File: src/rtl/sha512_pad.sv
// SHA-512 message padder: packs 512-bit little-endian lines into big-endian 1024-bit padded blocks.
// Optional SHA512_PAD_STATS_EN adds blk_count/msg_count statistics outputs.
module sha512_pad #(
  parameter int LEN_W = 32
) (
  input  logic             clk,
  input  logic             reset,
  input  logic             start,
  input  logic [LEN_W-1:0] msg_len,
  input  logic [511:0]     line_data,
  input  logic             line_valid,
  output logic             line_ready,
  output logic [511:0]     block [2],
  output logic             block_valid,
  input  logic             core_ready,
  output logic             last_block,
`ifdef SHA512_PAD_STATS_EN
  output logic [31:0]      blk_count,
  output logic [31:0]      msg_count,
`endif
  output logic             busy
);

  typedef enum logic [2:0] {IDLE, FILL0, FILL1, LEN, ISSUE, WBUSY, WRDY} state_t;

  localparam logic [LEN_W-1:0] LINE_BYTES = LEN_W'(64);
  localparam logic [LEN_W-1:0] LATE_PAD   = LEN_W'(48);

  state_t           state_reg, state_next;
  logic [LEN_W-1:0] len_reg, remaining_reg;
  logic             pad_placed_reg, late_pad_reg, final_reg;
  logic [511:0]     work1_reg, work0_reg, half_next;
  logic [511:0]     block1_reg, block0_reg;
  logic             block_valid_reg, last_block_reg;
  logic             fill, advance, fin, issue_fire;
  logic [63:0]      bitlen;

  assign fill       = (state_reg == FILL0) || (state_reg == FILL1);
  assign line_ready = fill && (remaining_reg != '0);
  assign advance    = fill && ((remaining_reg == '0) || line_valid);
  assign fin        = (remaining_reg == '0) && pad_placed_reg && !late_pad_reg;
  assign issue_fire = (state_reg == ISSUE) && core_ready;
  assign bitlen     = 64'({len_reg, 3'b000});
  assign busy       = (state_reg != IDLE);

  // Byte k: message data below the remaining count, 0x80 at the first free slot, else zero.
  genvar gi;
  generate
    for (gi = 0; gi < 64; gi++) begin : g_byte
      localparam logic [LEN_W-1:0] IDX = LEN_W'(gi);
      assign half_next[511-8*gi -: 8] =
          (remaining_reg > IDX)                          ? line_data[8*gi +: 8] :
          ((remaining_reg == IDX) && !pad_placed_reg)    ? 8'h80 : 8'h00;
    end
  endgenerate

  always_ff @(posedge clk) begin
    if (reset) state_reg <= IDLE;
    else       state_reg <= state_next;
  end

  always_comb begin
    state_next = state_reg;
    case (state_reg)
      IDLE:    if (start)       state_next = FILL0;
      FILL0:   if (advance)     state_next = FILL1;
      FILL1:   if (advance)     state_next = LEN;
      LEN:                      state_next = ISSUE;
      ISSUE:   if (core_ready)  state_next = WBUSY;
      WBUSY:   if (!core_ready) state_next = WRDY;
      WRDY:    if (core_ready)  state_next = final_reg ? IDLE : FILL0;
      default:                  state_next = IDLE;
    endcase
  end

  always_ff @(posedge clk) begin
    if (reset) begin
      len_reg         <= '0;
      remaining_reg   <= '0;
      pad_placed_reg  <= 1'b0;
      late_pad_reg    <= 1'b0;
      final_reg       <= 1'b0;
      work1_reg       <= '0;
      work0_reg       <= '0;
      block1_reg      <= '0;
      block0_reg      <= '0;
      block_valid_reg <= 1'b0;
      last_block_reg  <= 1'b0;
    end else begin
      case (state_reg)
        IDLE: begin
          if (start) begin
            len_reg        <= msg_len;
            remaining_reg  <= msg_len;
            pad_placed_reg <= 1'b0;
            late_pad_reg   <= 1'b0;
            final_reg      <= 1'b0;
          end
        end
        FILL0, FILL1: begin
          if (advance) begin
            if (state_reg == FILL0) work1_reg <= half_next;
            else                    work0_reg <= half_next;
            remaining_reg  <= (remaining_reg > LINE_BYTES) ? remaining_reg - LINE_BYTES : '0;
            pad_placed_reg <= pad_placed_reg || (remaining_reg < LINE_BYTES);
            // Pad at block offset >= 112 leaves no room for the length field.
            if ((state_reg == FILL1) && (remaining_reg >= LATE_PAD) &&
                (remaining_reg < LINE_BYTES))
              late_pad_reg <= 1'b1;
          end
        end
        LEN: begin
          final_reg    <= fin;
          late_pad_reg <= 1'b0;
          if (fin) work0_reg[127:0] <= {64'h0, bitlen};
        end
        default: ;
      endcase

      block_valid_reg <= issue_fire;
      last_block_reg  <= issue_fire && final_reg;
      if (issue_fire) begin
        block1_reg <= work1_reg;
        block0_reg <= work0_reg;
      end
    end
  end

  assign block[1]    = block1_reg;
  assign block[0]    = block0_reg;
  assign block_valid = block_valid_reg;
  assign last_block  = last_block_reg;

`ifdef SHA512_PAD_STATS_EN
  logic [31:0] blk_count_reg, msg_count_reg;

  always_ff @(posedge clk) begin
    if (reset) begin
      blk_count_reg <= '0;
      msg_count_reg <= '0;
    end else begin
      if (block_valid_reg) blk_count_reg <= blk_count_reg + 32'd1;
      if (last_block_reg)  msg_count_reg <= msg_count_reg + 32'd1;
    end
  end

  assign blk_count = blk_count_reg;
  assign msg_count = msg_count_reg;
`endif

endmodule

File: config.mk
export PLATFORM = sky130hd
export DESIGN_NAME = sha512_pad
export DESIGN_NICKNAME = d
export VERILOG_FILES = /design/src/rtl/sha512_pad.sv
export SDC_FILE = /design/constraint.sdc
export NUM_CORES = 2
export LEC_CHECK = 0
export BUFFER_PORTS_ARGS = -buffer_cell sky130_fd_sc_hd__buf_4
export CAP_MARGIN = 20
export CORE_AREA = 2 2 610 612
export DETAILED_ROUTE_END_ITERATION = 12
export DIE_AREA = 0 0 612 614
export HOLD_SLACK_MARGIN = 0.06
export PLACE_DENSITY = 0.34
export SYNTH_ARGS = -nofsm -noshare
export SYNTH_HDL_FRONTEND = slang
export SYNTH_SLANG_ARGS = --single-unit
File: constraint.sdc
create_clock -name clk -period 8.08 [get_ports clk]
set_input_delay 0.808 -clock clk [delete_from_list [all_inputs] [get_ports clk]]
set_output_delay 0.808 -clock clk [all_outputs]
set_load 0.05 [all_outputs]
# --- After elaboration in Yosys (flattened, before gate mapping) ---
# Index checks and enable logic that the tools add are counted.
totals:
  regBits: 2120
  inputBits: 549
  out_inout_bits: 1028
op_classes:
  n_lt_le_gt_ge: 67
  n_reduce_logical: 94
  bitwise_logic: 1
  n_eq_ne: 79
  n_mux: 151
  n_addsub: 1
op_table:
  columns: ["op", "n"]
  rows:
  - ["$eq 32x6->1 const B", 32]
  - ["$gt 32x6->1 const B", 32]
  - ["$mux 8", 128]
  - ["$eq 32x5->1 const B", 16]
  - ["$gt 32x5->1 const B", 16]
  - ["$mux 128", 3]
  - ["$eq 32x4->1 const B", 8]
  - ["$gt 32x4->1 const B", 8]
  - ["$pmux 128 s2", 1]
  - ["$eq 32x3->1 const B", 4]
  - ["$gt 32x3->1 const B", 4]
  - ["$mux 32", 3]
  - ["$logic_and 1x1->1", 72]
  - ["$eq 32x2->1 const B", 2]
  - ["$gt 32x1->1 const B", 2]
  - ["$gt 32x2->1 const B", 2]
  - ["$pmux 32 s2", 1]
  - ["$eq 32x1->1 const B", 1]
  - ["$ge 32x6->1 const B", 1]
  - ["$gt 32x7->1 const B", 1]
  - ["$logic_not 32->1", 1]
  - ["$lt 32x7->1 const B", 1]
  - ["$reduce_bool 32->1", 1]
  - ["$sub 32x7->32 const B", 1]
  - ["other kinds (20)", 52]

# --- Depth between registers and ports, before layout ---
logic_depth:
  ltp_word: 7
  mapped_depth: 13
  ltp_nobuf: 8

# --- Worst setup path after synthesis ---
# No wires, ideal clock.
synth_timing:
  path_kind: "register to output"
  start: "reg remaining_reg[16]"
  end: "out line_ready"
  n_path_buf: 3
  path_stages_with_launch: 8
  setup_slack_ns: 5.114
  arrival_time_ns: 2.158
  path_cell_list: "dfxtp_1 > nor4_4 > nand3_2 > buf_2 > buf_2 > buf_1 > nor3_1 > nor2_1"
synth_between:
  elab_chain_len: 2
synth_rtl:
  columns: ["element", "line_no", "rtl"]
  rows:
  - ["from (decl)", "30", "logic [LEN_W-1:0] len_reg, remaining_reg;"]
  - ["from (signal assigned)", "94", "remaining_reg <= msg_len;"]
  - ["from (signal assigned)", "104", "remaining_reg <= (remaining_reg > LINE_BYTES) ? remaining_reg - LINE_BYTES : '0;"]
  - ["$reduce_bool 32->1", "39", "assign line_ready = fill && (remaining_reg != '0);"]
  - ["$logic_and 1x1->1", "39", null]
  - ["to (decl)", "12", "output logic line_ready,"]
# Every way passes these cells.

# --- Worst setup path after layout ---
layout_timing:
  start: "reg remaining_reg[6]"
  end: "reg work1_reg[309]"
layout_between:
  elab_chain_len: 4
  word_cells_on_any_way: 6
  cone_classes: "order compare: 1; mux: 1; reduce/logical: 4"
layout_rtl:
  columns: ["element", "line_no", "rtl"]
  rows:
  - ["branches (longest 4 deep; another with $gt 32x5->1)", null, null]
  - ["to (signal assigned)", "102", "if (state_reg == FILL0) work1_reg <= half_next;"]
  - ["to (decl)", "32", "logic [511:0] work1_reg, work0_reg, half_next;"]
# Parallel ways; which one is timed is not known.
# A chain may end at the register's enable or synchronous reset.

==> run metrics <==
Final period util a little under three fifths; CTS resizes 0; register area share after synthesis between 50% and 60%; initial antenna violation count between 100 and 150; area occupied by multi-input gates between 30000 and 40000 um^2; Yosys cell types 73; Synth Instances ~9.2k; Die ar. roughly 380000 um^2; Synth area leaders dfxtp_1 56%, nand2_1 13%, a21oi_1 10%; r2r setup slk between 3 and 4 ns; Endpoint, Worst Hold work1_reg[126]; hold path depth 2; ys async rst share 0%; total negative setup slack 0 ns; # hold bufs at CTS 39; Crit Path Class register to register; failing checks slew limit; H-tree levels 5; HPWL after detailed placement 314 mm; via count 72.5k; DR vias/cell ~4.6; Static Leak 0.0373 uW; 1st-pass router iterations 5; die height just over 600 um; number of DRC markers in iteration 0 around 4.7k; Final Cell Area between 100000 and 150000 um^2; Worst-Skew Late Latency 0.89 ns; filler instances roughly 40k; max-cap viol count 0; GR Overflow Total 0; final wirelength approximately 430 mm; Overall Power approximately 27000 uW; Worst-Margin Slew 1.51 ns; dominant cell type by area after synthesis dfxtp_1; setup bufs post-CTS 0; CTS tree built; dpl cell area 92900 um^2; total track usage between 20 and 25%; max_slew headroom -0.447%; hold path startpoint line_data[390]; Max Fclk 0.222 GHz; Worst EP required a little under 9 ns; Worst VDD drop around 0.14 mV; # setup viols final 0; pin count of the biggest net entering global routing 209; first-pass GRT wire length slightly below 600 mm; outcome complete, but fails checks; number of enable flip-flop cells after synthesis 0; # DRC 0; Final Max Tran Viols 17; startpoint types register; area of the core around 370000 um^2; share of layout cells above drive strength 1 a little over a fifth; min cycle time layout around 4.5 ns; starting density of the core between 20% and 30%; final core occ about 28%; CTS Buf Count 275; placed insts roughly 15k; root buf cell clkbuf_16; leading register cell type out of synthesis dfxtp_1; CTS max path bufs 4; die width 612 um; cell area after synthesis 75800 um^2; vias in the first global route 71.3k; post-route insts no fill ~16k; final hold violations 0; Synthesized Nets slightly below 10k; GPL Wtd Cong 0.870; Synth top cells by count 2719 x nand2_1, 2120 x dfxtp_1, 1520 x a21oi_1, 677 x clkbuf_1, 646 x nand3_1; synthesized flop and latch total 2120; port bufs around 1.6k; wire length per cell about 28 um; layout net count ~11k; synth warn 0; row count about 220; FF-to-FF Start remaining_reg[6]; ANT nets after route 0; count leader, synth nand2_1; number of I/O pins ~1.6k; share of the synthesized area in the top cell type ~56%; syn avg cell area 8.22 um^2; Worst R2R End work1_reg[309]; CP endpoint kind register; Reg clk slew, reported paths approximately 0.06 ns; Pwr Density 264 nW/um^2; clk_skew around 0.045 ns; clock sink count roughly 2.1k; crit path max fanout 69; RSZ-0062 raised after global routing false; Critical Path AT approximately 5.3 ns; sequential cell area ~42000 um^2; Layout Area Growth over Synthesis 35.1%; reg2reg path depth 10; min-delay worst type primary input to register
-- worst max-delay path by stage --
| stage | from | to | depth (start not counted) | slack, ns |
|---|---|---|---|---|
| floorplan | remaining_reg[16] | line_ready | 7 | 5.11 |
| global placement | remaining_reg[8] | work0_reg[279] | 7 | 3.53 |
| detailed placement | remaining_reg[6] | work1_reg[309] | 10 | 3.60 |
| CTS | remaining_reg[6] | work1_reg[309] | 10 | 3.56 |
| global route | remaining_reg[6] | work1_reg[242] | 10 | 3.29 |
| finish | remaining_reg[6] | work1_reg[309] | 10 | 3.57 |
-- metal layers --
layer	wire, um	vias to the layer above	track usage [%]
li1	-	34043	-
met1	168000	35694	24.8
met2	219000	2126	39.2
met3	28500	631	5.62
met4	17000	12	8.71
met5	91	-	0
-- power by group --
part / switching (uW) / internal (uW) / leakage, uW
Clock: 5030 / 7390 / 0.00442
Combinational: 2520 / 913 / 0.0158
Sequential: 266 / 10900 / 0.0171
Total: 7820 / 19200 / 0.0373
-- stage by stage --
stage                     hold WS, ns  setup slack, ns
after global routing            0.102             3.29
after floorplan                 0.427             5.11
final                           0.152             3.57
after CTS                      0.0602             3.56
after global placement          0.436             3.53
after detailed placement        0.442             3.60
-- cells by family (layout without fill, tap and decap cells) --
| group | count (synthesis) | in the layout | share of synthesized area [%] |
|---|---|---|---|
| multiplexers | 14 | 14 | 0.185 |
| AND/OR/NAND/NOR | 3847 | 3847 | 21.2 |
| buffers and inverters | 862 | 2337 | 4.40 |
| adder cells (fa/ha/maj) | 2 | 2 | 0.0330 |
| AO/OA/AOI/OAI | 2376 | 2376 | 18.2 |
| XOR/XNOR | 1 | 1 | 0.0116 |
| other | 0 | 47 | 0 |
| flip-flops | 2120 | 2120 | 56.0 |
-- worst max-delay path, cell delays in order, from the launching register on --
cell and delay [ns]:
dfxtp_1 0.34, inv_1 0.13, ha_1 0.37, nor3b_2 0.24
buf_4 0.27, nand2_1 0.18, o31ai_4 0.62, nand3_4 0.74
buf_4 0.60, buf_4 0.44, o21ai_0 0.32
-- cells in the final DEF (no fill, tap or decap), types with 28 or more instances in the layout --
cell type,Yosys,routed
buf_4,1,1708
nand3_1,646,644
clkbuf_1,677,59
clkbuf_8,0,58
a22oi_1,34,28
dfxtp_1,2120,2117
clkinv_2,0,31
a32oi_1,35,29
diode_2,0,47
nor4_1,48,44
inv_1,89,89
a22o_1,147,147
nor3_1,54,47
nand4_1,53,53
o21ai_0,307,307
nand2_1,2719,2717
o32ai_1,75,75
a211oi_1,111,111
clkbuf_16,0,282
nor2_1,216,210
dlygate4sd3_1,0,39
a32o_1,50,50
a21oi_1,1520,1514
-- layout make-up --
class / instances / area share (%)
antenna: 47 / 0.115
inverter: 91 / 0.341
clock inverter: 71 / 0.860
multi-input combinational: 6240 / 29.8
timing repair buffer: 1776 / 13.4
clock buffer: 399 / 7.89
tap: 4972 / 6.08
sequential: 2120 / 41.5
No activity file was read; power rests on OpenSTA's default activity.
